**config.mk**
```make
export PLATFORM = sky130hd
export DESIGN_NAME = branch_resolve_queue
export DESIGN_NICKNAME = d
export VERILOG_FILES = /design/src/rtl/branch_resolve_queue.sv
export SDC_FILE = /design/constraint.sdc
export NUM_CORES = 1
export LEC_CHECK = 0
export BUFFER_PORTS_ARGS = -buffer_cell sky130_fd_sc_hd__buf_4
export CAP_MARGIN = 20
export CORE_ASPECT_RATIO = 0.75
export CORE_MARGIN = 10
export CORE_UTILIZATION = 50
export CTS_BUF_LIST = sky130_fd_sc_hd__clkbuf_2 sky130_fd_sc_hd__clkbuf_4 sky130_fd_sc_hd__clkbuf_8
export CTS_CLUSTER_DIAMETER = 150
export DETAILED_ROUTE_END_ITERATION = 10
export PLACE_DENSITY = 0.76
export SLEW_MARGIN = 20
export SYNTH_ARGS = -nofsm -noshare
export SYNTH_HDL_FRONTEND = slang
export SYNTH_SLANG_ARGS = --single-unit
```
**constraint.sdc**
```tcl
create_clock -name clk -period 4.2 [get_ports clk]
set_clock_uncertainty 0.15 [all_clocks]
set_input_delay 0.63 -clock clk [delete_from_list [all_inputs] [get_ports clk]]
set_output_delay 0.63 -clock clk [all_outputs]
set_load 0.03 [all_outputs]
```
**src/rtl/branch_resolve_queue.sv**
```systemverilog
// In-order branch resolve queue. Fetch pushes one entry per issued instruction
// along with the prediction it used. Execute resolves the oldest entry with the
// actual outcome. The block drives the predictor's check-side update and raises
// a registered mispredict/redirect. On a mispredict the whole queue is flushed.
//
// Handshake: a push is accepted on a rising edge when push_valid && push_ready.
// push_ready is !full and depends only on state, so a resolve in the same cycle
// cannot free a slot for a push into a full queue. A resolve is taken when
// res_valid is high and the queue is non-empty. It has no ready; a resolve
// against an empty queue is ignored and sets the sticky underflow flag.
module branch_resolve_queue #(
  parameter int PC_WIDTH = 32,
  parameter int DEPTH    = 4
) (
  input  logic                      clk,
  input  logic                      reset_n,
  input  logic                      push_valid,
  output logic                      push_ready,
  input  logic [PC_WIDTH-1:0]       push_pc,
  input  logic                      push_is_br,
  input  logic                      push_pred_taken,
  input  logic                      res_valid,
  input  logic                      res_taken,
  input  logic [PC_WIDTH-1:0]       res_target,
  output logic [PC_WIDTH-1:0]       pc_check,
  output logic                      is_br_check,
  output logic                      br_taken_check,
  output logic                      mispredict,
  output logic [PC_WIDTH-1:0]       redirect_pc,
  output logic [$clog2(DEPTH):0]    count,
  output logic                      underflow
);

  localparam int AW = $clog2(DEPTH);
  localparam int CW = AW + 1;

  // Entry storage; unoccupied slots are don't-care, so no reset is needed.
  logic [PC_WIDTH-1:0] pc_mem_q [DEPTH];
  logic [DEPTH-1:0]    br_mem_q;
  logic [DEPTH-1:0]    pred_mem_q;

  logic [AW-1:0]       rptr_q, rptr_d;
  logic [AW-1:0]       wptr_q, wptr_d;
  logic [CW-1:0]       count_q, count_d;

  logic [PC_WIDTH-1:0] pc_check_q, pc_check_d;
  logic                is_br_check_q, is_br_check_d;
  logic                br_taken_check_q, br_taken_check_d;
  logic                mispredict_q, mispredict_d;
  logic [PC_WIDTH-1:0] redirect_pc_q, redirect_pc_d;
  logic                underflow_q, underflow_d;

  logic                full, empty;
  logic                do_res, do_push, mis;
  logic [PC_WIDTH-1:0] head_pc;
  logic                head_br, head_pred;

  assign full       = (count_q == CW'(DEPTH));
  assign empty      = (count_q == '0);
  assign push_ready = !full;
  assign count      = count_q;

  assign head_pc    = pc_mem_q[rptr_q];
  assign head_br    = br_mem_q[rptr_q];
  assign head_pred  = pred_mem_q[rptr_q];

  assign do_res     = res_valid && !empty;
  assign mis        = do_res && head_br && (head_pred != res_taken);
  // A push that coincides with a mispredict belongs to the wrong path.
  assign do_push    = push_valid && push_ready && !mis;

  // Next-state for pointers, occupancy and the registered check outputs.
  always_comb begin
    rptr_d           = rptr_q;
    wptr_d           = wptr_q;
    count_d          = count_q;
    pc_check_d       = pc_check_q;
    is_br_check_d    = 1'b0;
    br_taken_check_d = 1'b0;
    mispredict_d     = 1'b0;
    redirect_pc_d    = redirect_pc_q;
    underflow_d      = underflow_q | (res_valid & empty);

    if (mis) begin
      rptr_d  = '0;
      wptr_d  = '0;
      count_d = '0;
    end else begin
      if (do_res)  rptr_d = rptr_q + AW'(1);
      if (do_push) wptr_d = wptr_q + AW'(1);
      case ({do_push, do_res})
        2'b10:   count_d = count_q + CW'(1);
        2'b01:   count_d = count_q - CW'(1);
        default: count_d = count_q;
      endcase
    end

    if (do_res) begin
      pc_check_d       = head_pc;
      is_br_check_d    = head_br;
      br_taken_check_d = res_taken & head_br;
    end

    if (mis) begin
      mispredict_d  = 1'b1;
      redirect_pc_d = res_taken ? res_target : head_pc + PC_WIDTH'(4);
    end
  end

  // State and output registers, cleared asynchronously.
  always_ff @(posedge clk or negedge reset_n) begin
    if (!reset_n) begin
      rptr_q           <= '0;
      wptr_q           <= '0;
      count_q          <= '0;
      pc_check_q       <= '0;
      is_br_check_q    <= 1'b0;
      br_taken_check_q <= 1'b0;
      mispredict_q     <= 1'b0;
      redirect_pc_q    <= '0;
      underflow_q      <= 1'b0;
    end else begin
      rptr_q           <= rptr_d;
      wptr_q           <= wptr_d;
      count_q          <= count_d;
      pc_check_q       <= pc_check_d;
      is_br_check_q    <= is_br_check_d;
      br_taken_check_q <= br_taken_check_d;
      mispredict_q     <= mispredict_d;
      redirect_pc_q    <= redirect_pc_d;
      underflow_q      <= underflow_d;
    end
  end

  // Entry write port.
  always_ff @(posedge clk) begin
    if (do_push) begin
      pc_mem_q[wptr_q]   <= push_pc;
      br_mem_q[wptr_q]   <= push_is_br;
      pred_mem_q[wptr_q] <= push_pred_taken;
    end
  end

  assign pc_check       = pc_check_q;
  assign is_br_check    = is_br_check_q;
  assign br_taken_check = br_taken_check_q;
  assign mispredict     = mispredict_q;
  assign redirect_pc    = redirect_pc_q;
  assign underflow      = underflow_q;

endmodule

```
After elaboration in Yosys (flattened, before gate mapping)
Memory sizes are Yosys's and may differ from the RTL's.
Cells that the tools add are included.
- RAM bits: 128
- output and inout bits: 72
- memories kept: 1
- register bits after elaboration: 83
- logic and storage cells: 60
- input bits: 71
- memory list (name ; words ; bits a word ; rd ports ; clocked after Yosys merged registers in ; wr ports ; RTL line ; source):
    pc_mem_q ; 4 ; 32 ; 1 ; 0 ; 1 ; 38 ; logic [PC_WIDTH-1:0] pc_mem_q [DEPTH];
- reductions and logical operators: 13
- equality and inequality tests: 4
- add/sub/neg operators: 5
- bitwise logic cells: 3
- magnitude comparators: 3
- mux-type cells: 20
- operator list (operator ; number):
    $add A32 B3 Y32 const B ; 1
    $mux W32 ; 1
    $bwmux W4 ; 2
    $mux W1 ; 8
    $mux W2 ; 4
    $logic_and A1 B1 Y1 ; 6
    $lt A2 B3 Y1 const B ; 2
    $pmux W3 S2 ; 1
    $add A2 B1 Y2 const B ; 2
    $bmux W1 S2 ; 2
    $reduce_bool A2 Y1 ; 2
    $add A3 B1 Y3 const B ; 1
    $eq A3 B3 Y1 const B ; 1
    $logic_not A1 Y1 ; 3
    $logic_not A3 Y1 ; 1
    $mux W3 ; 1
    $reduce_bool A3 Y1 ; 1
    $sub A3 B1 Y3 const B ; 1
    $and A1 B1 Y1 ; 2
    $demux W1 S2 ; 1
    $eq A2 B1 Y1 const B ; 1
    $eq A2 B2 Y1 const B ; 1
    $ge A2 B1 Y1 const B ; 1
    $ne A1 B1 Y1 ; 1
    $or A1 B1 Y1 ; 1

Depth between registers and ports, before layout
Gate-level depths: netlist (run 1).
- word-level depth: 10
- mapped depth: 12
- depth with buffers taken out: 9

Worst setup path after synthesis (run 1)
Ideal clock, no wire load.
- path kind: register -> register
- from: reg rptr_q[0]
- to: reg br_mem_q[0] (enable)
- stages on the path, launching flop included: 8
- library setup time: 394 ps
- arrival time: 2660 ps
- required time: 3656 ps
- setup slack: 996 ps
- buffers on the path: 3
- cells stage by stage: dfrtp_1 > buf_6 > mux4_2 > xnor2_1 > nand2b_1 > clkbuf_1 > clkbuf_1 > and3_1
- word-level cells in the longest chain between the ends: 6
- elaborated cells between the ends (all ways): 9
- classes of those cells: 1 x eq/ne; 4 x mux; 4 x reduce/logical
- ends and longest elaborated chain (item ; RTL line ; source):
    start, declared ; 42 ; logic [AW-1:0] rptr_q, rptr_d;
    start signal, assigned ; 123 ; rptr_q <= rptr_d;
    $bmux W1 S2 (on tied branches) ; 65, 64 ;
    $mux W1 (on tied branches) ; 65, 64 ;
    $ne A1 B1 Y1 / $logic_and A1 B1 Y1 (equally long branches) ; 68 ; assign mis = do_res && head_br && (head_pred != res_taken);
    $logic_and A1 B1 Y1 (*) ; 68 ;
    $logic_not A1 Y1 (*) ; 70 ; assign do_push = push_valid && push_ready && !mis;
    $logic_and A1 B1 Y1 (*) ; 70 ;
    end signal, assigned by index ; 139 ; br_mem_q[wptr_q] <= push_is_br;
    end, declared ; 39 ; logic [DEPTH-1:0] br_mem_q;
Mark *: on every way between the ends. The rest lies on a longest branch, timed or not. The select of a mux whose other input is x is not followed.
A chain may end at the register's enable or synchronous reset.

Final worst setup path (run 1)
- from: reg rptr_q[0]
- to: reg redirect_pc_q[29] (netlist: redirect_pc[29])
- word-level cells in the longest chain between the ends: 4
- elaborated cells between the ends (all ways): 10
- classes of those cells: 1 x add/sub; 1 x eq/ne; 5 x mux; 2 x reduce/logical; 1 x memory
- ends and longest elaborated chain (item ; RTL line ; source):
    branches (longest 4 deep; another with $mem_v2 Z4 W32) ; -- ;
    end signal, assigned ; 130 ; redirect_pc_q <= redirect_pc_d;
    end, declared ; 50 ; logic [PC_WIDTH-1:0] redirect_pc_q, redirect_pc_d;
Several ways; the timed one is not identified. The select of a mux whose other input is x is not followed.

==> results of run 1 <==
where the power goes:
part | internal (mW) | leakage (nW) | total (mW) | switching [mW]
clock | 1.20 | 0.410 | 1.99 | 0.794
combinational | 1.31 | 1.75 | 3.55 | 2.24
sequential | 2.86 | 2.15 | 3.16 | 0.295
logic make-up after synthesis:
| family | count (synthesis) | synth area share, % |
|---|---|---|
| AO/OA/AOI/OAI | 66 | 4.30 |
| XOR/XNOR | 34 | 3.39 |
| adder cells (fa/ha/maj) | 6 | 0.939 |
| multiplexers | 44 | 9.79 |
| flip-flops | 211 | 67.8 |
| buffers and inverters | 41 | 2.48 |
| AND/OR/NAND/NOR | 210 | 11.3 |
state kept, by name, indices dropped and copies added (netlist names):
name / flops
pred_mem_q: 4
wptr_q: 2
pc_check: 32
br_mem_q: 4
redirect_pc: 32
count: 3
mispredict: 1
pc_mem_q: 128
underflow: 1
br_taken_check: 1
rptr_q: 2
is_br_check: 1
layout make-up:
type	count	area (um2)	area share [%]
multi-input cells	360	2620	24.2
well taps	236	295	2.73
inverters	9	33.8	0.313
repair buffers	149	1120	10.3
clock inverters	13	164	1.52
clock buffers	48	617	5.71
flip-flops and latches	211	5960	55.2
worst min-delay path by stage:
stage                            endpoint  slack (ns)
final                     redirect_pc[11]        0.15
after floorplan            br_taken_check        0.18
after detailed placement        underflow        0.32
after global placement          underflow        0.30
after global routing       pc_mem_q[3][8]        0.17
after CTS                  pc_mem_q[3][4]        0.17
Yosys cell counts, types with 2 or more instances:
cell	instances	area share [%]
edfxtp_1	136	46
nand2_1	117	5.0
dfrtp_1	75	21
nor2_1	34	1.5
mux4_2	32	8.2
xnor2_1	26	2.6
a21oi_1	21	1.2
clkbuf_1	19	0.81
o22ai_1	15	1.1
nand3_1	13	0.74
o21ai_0	13	0.74
and3_1	12	0.85
inv_1	8	0.34
mux2i_1	8	0.91
o21ai_1	8	0.46
xor2_1	8	0.80
nor4_2	7	1.0
nor3_1	6	0.34
ha_1	5	0.71
and2_1	3	0.21
buf_1	3	0.13
buf_4	3	0.26
buf_6	3	0.38
mux2_2	3	0.38
nand2b_1	3	0.21
a22o_1	2	0.20
buf_2	2	0.11
nand4_1	2	0.14
nand4_2	2	0.28
o211ai_1	2	0.17
per-layer routing:
metal / global-route usage, % / wire length [um]
met1: 25.5 / 9590
met2: 29.8 / 10500
met3: 5.01 / 1930
met4: 4.35 / 272
met5: 0 / 0
worst max-delay path, stage by stage, from the launching register on:
cell and delay, ns:
dfrtp_2 0.39, buf_4 0.56, mux4_1 0.49, nand4_2 0.16, or4_4 0.66, nor4_2 0.33
xnor2_1 0.17, o22ai_1 0.10
per-stage QoR:
step	util (%)	std cells
5_1_grt	63.5	1026
3_3_place_gp	58.9	965
6_report	63.5	1026
3_5_place_dp	58.9	965
2_1_floorplan	-	612
4_1_cts	63.5	1026
==> run metrics, run 1 <==
Final Power 8.70 mW; FILL cells 1305; initial antenna violation count 0; Power per Cell Area 805 nW/um2; Lkg Pwr 4.31 nW; RR Startpoint rptr_q[0]; final hold violation count 0; CP Class flop to flop; number of synthesized flops with an enable pin 136; max_cap viols 0; first-pass iteration count of the detailed router 7; mean area per synthesized cell 14.4 um2; Hold-fix buffers, CTS 0; RePlAce Congestion 0.821; Reg-to-Reg End redirect_pc[29]; layout cell share with drive strength beyond 1 33.2%; cts bufs inserted 34; relative slew slack 32.0%; Clock Sinks 211; nets 842; ant diodes 0; most frequent cells in the layout 149 x buf_4, 136 x edfxtp_1, 117 x nand2_1; class of the worst hold path input pin to async pin; Post-DP Area 10000 um2; CP endpoint kind flop; Worst Path Max Fanout 34; Setup TNS Final 0 ns; Total GRT Usage 18.8%; status completed; R2R cell count 7; htree depth 2; Vias/cell 5.59; FF-to-FF setup slack 1.01 ns; synth warn 0; Top Ports 143; fin. max-slew vios 0; predominant post-synthesis flop cell edfxtp_1; final setup vio count 0; Synth cell types 51; DRC 0; unrepaired setup endpoints after global routing false; Final period util 76.0%; worst vdd ir 0.000417 V; post-layout min period 3.19 ns; Tightest Pin Transition 1.02 ns; Antenna Violating Nets Remaining 0; Routed WL 22300 um; DR vias 5732; DIE HEIGHT 135 um; 1st-iter DRT viols 639; Core Rows 41; share of synthesized registers carrying an async set or reset 35.5%; commonest non-fill, non-tap cell in the layout buf_4; pre-CTS setup slack 1.00 ns; TritonCTS clock tree built; Post-DP HPWL 14800 um; Clock Path Buffers 3; DIE AREA 23300 um2; Die X 173 um; Post-CTS Repair Setup Buffers 0; Reg clk slew, reported paths 0.06 ns; first-pass GRT wire length 34600 um; vias in the first global route 6061; largest net degree at the start of global routing 76; Critical Path RT 4.38 ns; core area 17000 um2; root buffer cell clkbuf_8; sequential area share after synthesis 67.8%; Critical Path Sink redirect_pc[29]; drt wl/cell 21.7 um; Clk Latency, worst-skew pair 0.49 ns; Port-buffer cells 142; Final Cell Area 10800 um2; worst hold slack 0.147 ns; syn nets 689; WP data arrival 3.37 ns; Starting Density 51.6%; CP Launch Point rptr_q[0]; area growth from synthesis to layout 22.9%; fmax 0.313 GHz; Post-Synthesis Cells 612; setup slack after layout 1.01 ns; total gr overflow 0; mapped cell area 8790 um2; post-CTS sizing 0; Yosys reg bits 211; critical path launch point type flop
Note: power is estimated with default switching activity, not from simulation.
==> run 2: changes to the inputs <==
--- a/config.mk
+++ b/config.mk
@@ -5,6 +5,7 @@
 export SDC_FILE = /design/constraint.sdc
 export NUM_CORES = 1
 export LEC_CHECK = 0
+export ABC_AREA = 1
 export BUFFER_PORTS_ARGS = -buffer_cell sky130_fd_sc_hd__buf_4
 export CAP_MARGIN = 20
 export CORE_ASPECT_RATIO = 0.75
@@ -13,7 +14,7 @@
 export CTS_BUF_LIST = sky130_fd_sc_hd__clkbuf_2 sky130_fd_sc_hd__clkbuf_4 sky130_fd_sc_hd__clkbuf_8
 export CTS_CLUSTER_DIAMETER = 150
 export DETAILED_ROUTE_END_ITERATION = 10
-export PLACE_DENSITY = 0.76
+export PLACE_DENSITY = 0.78
 export SLEW_MARGIN = 20
 export SYNTH_ARGS = -nofsm -noshare
 export SYNTH_HDL_FRONTEND = slang
==> constraint.sdc (replaced) <==
create_clock -name clk -period 2.8 [get_ports clk]
set_clock_uncertainty 0.15 [all_clocks]
set_input_delay 0.42 -clock clk [delete_from_list [all_inputs] [get_ports clk]]
set_output_delay 0.42 -clock clk [all_outputs]
set_load 0.03 [all_outputs]
==> run metrics, run 2 <==
status completed (unchanged); Clock Path Buffers 3 (unchanged); 1st-iter DRT viols 1146 (was 639); predominant post-synthesis flop cell edfxtp_1 (unchanged); Yosys reg bits 211 (unchanged); Post-DP HPWL 20300 um (was 14800 um); Vias/cell 5.34 (was 5.59); hold path depth 3; unrepaired setup endpoints after global routing false (unchanged); Die X 184 um (was 173 um); R2R cell count 12 (was 7); Top Ports 143 (unchanged); register with the most flip-flops pc_mem_q (unchanged); Hold Path Sink redirect_pc[17]; sequential area share after synthesis 59.2% (was 67.8%); Reg clk slew, reported paths 0.07 ns (was 0.06 ns); Port-buffer cells 142 (unchanged); core area 19500 um2 (was 17000 um2); fin. max-slew vios 0 (unchanged); Final Power 14.8 mW (was 8.70 mW); number of synthesized flops with an enable pin 136 (unchanged); DIE HEIGHT 143 um (was 135 um); CP Launch Point rptr_q[1] (was rptr_q[0]); mapped cell area 10100 um2 (was 8790 um2); Max stage delay on crit path 0.40 ns (was 0.66 ns); final hold violation count 0 (unchanged); Total GRT Usage 21.4% (was 18.8%); total gr overflow 0 (unchanged); Antenna Violating Nets Remaining 0 (unchanged); FF-to-FF setup slack 0.24 ns (was 1.01 ns); Routed WL 28700 um (was 22300 um); WP data arrival 2.87 ns (was 3.37 ns); Synth cell types 36 (was 51); nets 1413 (was 842); synth top area cells edfxtp_1 41%, dfrtp_1 19%, nand2_1 16% (was edfxtp_1 46%, dfrtp_1 21%, mux4_2 8.2%); root buffer cell clkbuf_8 (unchanged); synth warn 0 (unchanged); Starting Density 51.5% (was 51.6%); final setup vio count 0 (unchanged); Critical Path RT 3.12 ns (was 4.38 ns); largest net degree at the start of global routing 54 (was 76); Lkg Pwr 5.68 nW (was 4.31 nW); most numerous cell in the Yosys netlist nand2_1 (was edfxtp_1); critical path launch point type flop (unchanged); Multi-input gate area 3540 um2 (was 2620 um2); DRC 0 (unchanged); TritonCTS clock tree built (unchanged); final core occ 64.7% (was 63.5%); Core Rows 44 (was 41); mean area per synthesized cell 8.90 um2 (was 14.4 um2); CP Cell Sequence buf_12 -> nand3_1 -> nand2_1 -> nor2_2 -> nand3_2 -> nand2_2 -> nand2_1 -> inv_1 -> fa_1 -> xnor2_1 -> xnor2_1 -> o22ai_1 (was buf_4 -> mux4_1 -> nand4_2 -> or4_4 -> nor4_2 -> xnor2_1 -> o22ai_1); DR vias 8631 (was 5732); first-pass GRT wire length 44700 um (was 34600 um); Post-synth top cells 442 x nand2_1, 136 x edfxtp_1, 113 x nand3_1 (was 136 x edfxtp_1, 117 x nand2_1, 75 x dfrtp_1); class of the worst hold path input pin to flop (was input pin to async pin); Worst Path Max Fanout 53 (was 34); most frequent cells in the layout 441 x nand2_1, 159 x buf_4, 136 x edfxtp_1 (was 149 x buf_4, 136 x edfxtp_1, 117 x nand2_1); Reg area 5960 um2 (about the same); Post-DP Area 11400 um2 (was 10000 um2); relative slew slack 65.8% (was 32.0%); RePlAce Congestion 0.978 (was 0.821); Synth area leader edfxtp_1 (unchanged); Post-Synthesis Cells 1131 (was 612); first-pass iteration count of the detailed router 6 (was 7); worst vdd ir 0.000438 V (was 0.000417 V); Clock Sinks 211 (unchanged); syn nets 1208 (was 689); vias in the first global route 8050 (was 6061); number of flip-flops in the largest register 128 (unchanged); Clk Latency, worst-skew pair 0.59 ns (was 0.49 ns); drt wl/cell 17.8 um (was 21.7 um); area share of the largest cell type after synthesis 40.6% (was 46.5%); CP Class flop to flop (unchanged); Power per Cell Area 1170 nW/um2 (was 805 nW/um2); layout cell share with drive strength beyond 1 19.3% (was 33.2%); share of synthesized registers carrying an async set or reset 35.5% (unchanged); initial antenna violation count 1 (was 0); max_cap viols 0 (unchanged); Final Cell Area 12600 um2 (was 10800 um2); post-layout min period 2.56 ns (was 3.19 ns); FILL cells 1558 (was 1305); cts bufs inserted 31 (was 34); RR Startpoint rptr_q[1] (was rptr_q[0]); area growth from synthesis to layout 25.5% (was 22.9%); DIE AREA 26300 um2 (was 23300 um2); Final period util 91.3% (was 76.0%); Tightest Pin Transition 0.513 ns (was 1.02 ns); htree depth 1 (was 2); CP endpoint kind flop (unchanged); commonest non-fill, non-tap cell in the layout nand2_1 (was buf_4); min-delay src res_target[17]; fmax 0.391 GHz (was 0.313 GHz); Worst path slowest cell dfrtp_1 (was or4_4); Reg-to-Reg End count[2] (was redirect_pc[29])
## run 2: changes by cell type in the layout (fill, tap and decap cells not counted), sizes merged, moves of 17 or more
cell / before / now
nand3: 14 / 119
mux4: 33 / 0
xnor2: 26 / 2
nand2: 118 / 455
dlygate4sd3: 0 / 56
o21ai: 21 / 47
buf: 149 / 166
nor2: 34 / 116
inv: 10 / 70
## run 2: critical path: cells and delay by family, from the launching register on
kind | cells | cell delay, ns
and+or+nand+nor | 6 | 0.73
adders and majority gates | 1 | 0.37
DFF | 1 | 0.40
AOI/OAI and AO/OA | 1 | 0.08
xor gates and xnor gates | 2 | 0.34
buffers and inverters | 2 | 0.34
## run 2: logic make-up after synthesis
kind of cell | synth area share, %
XOR/XNOR | 0.435
AND/OR/NAND/NOR | 28.9
buffers and inverters | 5.75
AO/OA/AOI/OAI | 4.86
flip-flops | 59.2
adder cells (fa/ha/maj) | 0.820
## run 2: how the worst max path moves through the flow
stage / endpoint / slack [ns]
final: count[2] / 0.24
after global routing: redirect_pc[20] / 0.05
after CTS: redirect_pc[22] / 0.14
after detailed placement: redirect_pc[22] / 0.17
after global placement: count[2] / 0.25
after floorplan: br_mem_q[0] / -0.55
## run 2: timing repair
action	4_1_cts	5_1_grt
hold buffers	56	0
endpoints found under the setup margin	0	12
endpoints found under the hold margin	232	0
gates resized for setup	0	3
setup buffers	0	1
## run 2: area by class of cell
type                            count  area share (%)
Inverter                           69            2.07
Timing Repair Buffer              222            15.0
Tap cell                          253            2.50
Sequential cell                   211            47.2
Multi-Input combinational cell    801            28.0
Clock buffer                       39            3.85
Clock inverter                     19            1.32
Antenna cell                        1          0.0198
## run 2: through the flow
stage	hold slack, ns	cells	setup slack (ns)	setup TNS (ns)
after detailed placement	0.214	1499	0.172	0
after global routing	0.0276	1615	0.0475	0
after floorplan	-0.0256	1131	-0.555	-75.43
after global placement	0.213	1499	0.253	0
final	0.0119	1615	0.244	0
after CTS	0.00167	1613	0.140	0
## run 2: routing by layer
layer / vias to the layer above / GRT usage [%] / part of all wire (%)
met3: 48 / 5.78 / 12
met5: - / 0 / 0
li1: 4115 / - / -
met2: 485 / 31.8 / 42
met4: 0 / 3.78 / 1.5
met1: 3983 / 30.9 / 44
## run 2: report_power, final
group / leakage, nW / switching [mW] / total [mW] / internal, mW
registers: 2.14 / 0.454 / 4.74 / 4.28
logic: 3.20 / 5.22 / 7.46 / 2.24
clock network: 0.341 / 1.16 / 2.59 / 1.42
total: 5.68 / 6.83 / 14.8 / 7.95
==> run 3: changes to the inputs <==
--- a/config.mk
+++ b/config.mk
@@ -10,11 +10,10 @@
 export CAP_MARGIN = 20
 export CORE_ASPECT_RATIO = 0.75
 export CORE_MARGIN = 10
-export CORE_UTILIZATION = 50
-export CTS_BUF_LIST = sky130_fd_sc_hd__clkbuf_2 sky130_fd_sc_hd__clkbuf_4 sky130_fd_sc_hd__clkbuf_8
+export CORE_UTILIZATION = 52
 export CTS_CLUSTER_DIAMETER = 150
 export DETAILED_ROUTE_END_ITERATION = 10
-export PLACE_DENSITY = 0.78
+export PLACE_DENSITY = 0.8
 export SLEW_MARGIN = 20
 export SYNTH_ARGS = -nofsm -noshare
 export SYNTH_HDL_FRONTEND = slang
==> run metrics, run 3 (synthesis results as in run 2) <==
most frequent cells in the layout 440 x nand2_1, 166 x buf_4, 136 x edfxtp_1 (was 441 x nand2_1, 159 x buf_4, 136 x edfxtp_1); Clock Path Buffers 3 (unchanged); commonest non-fill, non-tap cell in the layout nand2_1 (unchanged); max_cap viols 0 (unchanged); Max stage delay on crit path 0.49 ns (was 0.40 ns); area growth from synthesis to layout 24.0% (was 25.5%); Routed WL 29000 um (was 28700 um); Total GRT Usage 22.2% (was 21.4%); 1st-iter DRT viols 910 (was 1146); first-pass GRT wire length 45600 um (was 44700 um); Die X 181 um (was 184 um); relative slew slack 62.9% (was 65.8%); number of flip-flops in the largest register 128 (unchanged); nets 1389 (was 1413); Post-DP HPWL 20800 um (was 20300 um); Power per Cell Area 1200 nW/um2 (was 1170 nW/um2); Reg clk slew, reported paths 0.07 ns (about the same); grt peak-use layer met2 (unchanged); first-pass iteration count of the detailed router 7 (was 6); Antenna Violating Nets Remaining 0 (unchanged); TritonCTS clock tree built (unchanged); fmax 0.382 GHz (was 0.391 GHz); most used cell, CP nand2_1; final hold violation count 0 (unchanged); CP Cell Sequence inv_4 -> buf_12 -> buf_4 -> nand2_1 -> nand2_1 -> nand2_1 -> nand2_1 -> nand2_1 -> inv_1 -> nand2_1 -> nor2_1 -> nand3_1 -> nand2_1 -> nand3_1 -> nand2_1 -> nand2_1 (was buf_12 -> nand3_1 -> nand2_1 -> nor2_2 -> nand3_2 -> nand2_2 -> nand2_1 -> inv_1 -> fa_1 -> xnor2_1 -> xnor2_1 -> o22ai_1); status completed (unchanged); class of the worst hold path input pin to flop (unchanged); WP data arrival 2.86 ns (was 2.87 ns); DR vias 8623 (was 8631); GR Util met1 31.0% (was 30.9%); met3 usage 7.16% (was 5.78%); Core Rows 43 (was 44); DIE AREA 25400 um2 (was 26300 um2); Tightest Pin Transition 0.552 ns (was 0.513 ns); RePlAce Congestion 0.960 (was 0.978); Worst Path Max Fanout 32 (was 53); Critical Path RT 3.05 ns (was 3.12 ns); Top Ports 143 (unchanged); cts bufs inserted 21 (was 31); drt wl/cell 18.4 um (was 17.8 um); Worst path slowest cell dfrtp_2 (was dfrtp_1); unrepaired setup endpoints after global routing false (unchanged); met2 Usage GRT 32.5% (was 31.8%); ant diodes 0 (was 1); CP Class flop to flop (unchanged); htree depth 1 (unchanged); worst vdd ir 0.000632 V (was 0.000438 V); register with the most flip-flops pc_mem_q (unchanged); Port-buffer cells 142 (unchanged); total gr overflow 0 (unchanged); vias in the first global route 8317 (was 8050); core area 18800 um2 (was 19500 um2); critical path launch point type flop (unchanged); Lkg Pwr 5.61 nW (was 5.68 nW); initial antenna violation count 0 (was 1); setup slack after layout 0.182 ns (was 0.244 ns); Clock Sinks 211 (unchanged); fin. max-slew vios 0 (unchanged); final setup vio count 0 (unchanged); largest net degree at the start of global routing 49 (was 54); DIE HEIGHT 141 um (was 143 um); Clk Latency, worst-skew pair 0.51 ns (was 0.59 ns); DRC 0 (unchanged); Post-DP Area 11400 um2 (about the same); Final Cell Area 12500 um2 (was 12600 um2); layout cell share with drive strength beyond 1 19.1% (was 19.3%); post-layout min period 2.62 ns (was 2.56 ns); Starting Density 53.6% (was 51.5%); Vias/cell 5.48 (was 5.34); CP endpoint kind flop (unchanged); Final period util 93.5% (was 91.3%); root buffer cell clkbuf_16 (was clkbuf_8); pre-CTS setup slack 0.227 ns (was 0.172 ns)
run 3: cell types whose count changed in the layout (fill, tap and decap cells not counted), sizes merged:
cell	change
buf	+6
bufinv	-2
clkbuf	-8
clkinv	-11
clkinvlp	+1
diode	-1
dlygate4sd3	-20
run 3: path summary, 6_finish.rpt:
kind / from / endpoint / slack [ns] / depth (start not counted)
min in group asynchronous: reset_n / redirect_pc[30] / 0.25 / 2
setup / recovery: rptr_q[0] / redirect_pc[26] / 0.18 / 16
hold / removal: res_valid / underflow / 0.04 / 3
setup reg to reg: rptr_q[0] / redirect_pc[26] / 0.18 / 16
hold reg to reg: redirect_pc[16] / redirect_pc[16] / 0.34 / 2
max in group asynchronous: reset_n / pc_check[12] / 1.63 / 3
run 3: worst max-delay path, delay by kind of cell, from the launching register on:
kind | cells | cell delay (ns)
buffers and inverters | 4 | 0.64
AND/OR/NAND/NOR | 12 | 1.20
flip-flops | 1 | 0.49
run 3: final cells by class:
class | count | area [um2]
Sequential cell | 211 | 5960
Multi-Input combinational cell | 801 | 3540
Timing Repair Buffer | 208 | 1730
Clock inverter | 7 | 63.8
Clock buffer | 31 | 613
Inverter | 69 | 262
Tap cell | 247 | 309
Fill cell | 1511 | 6300
run 3: metal layers:
layer  wire length [um]  up-vias
li1                   -     4056
met1              12500     3985
met2              12100      520
met3               3660       62
met4                820        0
met5                  0        -
run 3: per-stage QoR:
| step | hold WS (ns) | TNS [ns] | std cells | utilization [%] | power [mW] |
|---|---|---|---|---|---|
| finish | 0.0415 | 0 | 1574 | 66.5 | 15.0 |
| detailed placement | 0.222 | 0 | 1497 | 60.8 | 12.1 |
| CTS | 0.0357 | 0 | 1571 | 66.3 | 14.9 |
| global route | 0.0547 | 0 | 1574 | 66.5 | 15.9 |
| floorplan | -0.0256 | -75.43 | 1131 | - | 9.52 |
| global placement | 0.222 | 0 | 1497 | 60.8 | 11.9 |
run 3: what timing repair did:
| item | 4_1_cts | 5_1_grt |
|---|---|---|
| endpoints found under the setup margin | 0 | 15 |
| hold buffers | 36 | 0 |
| setup buffers | 0 | 3 |
| resized for setup | 0 | 2 |
| hold endpoints to repair | 164 | 0 |
run 3: power by group:
| part | internal [mW] | switching, mW |
|---|---|---|
| registers | 4.28 | 0.459 |
| clock network | 1.61 | 1.16 |
| logic | 2.26 | 5.26 |
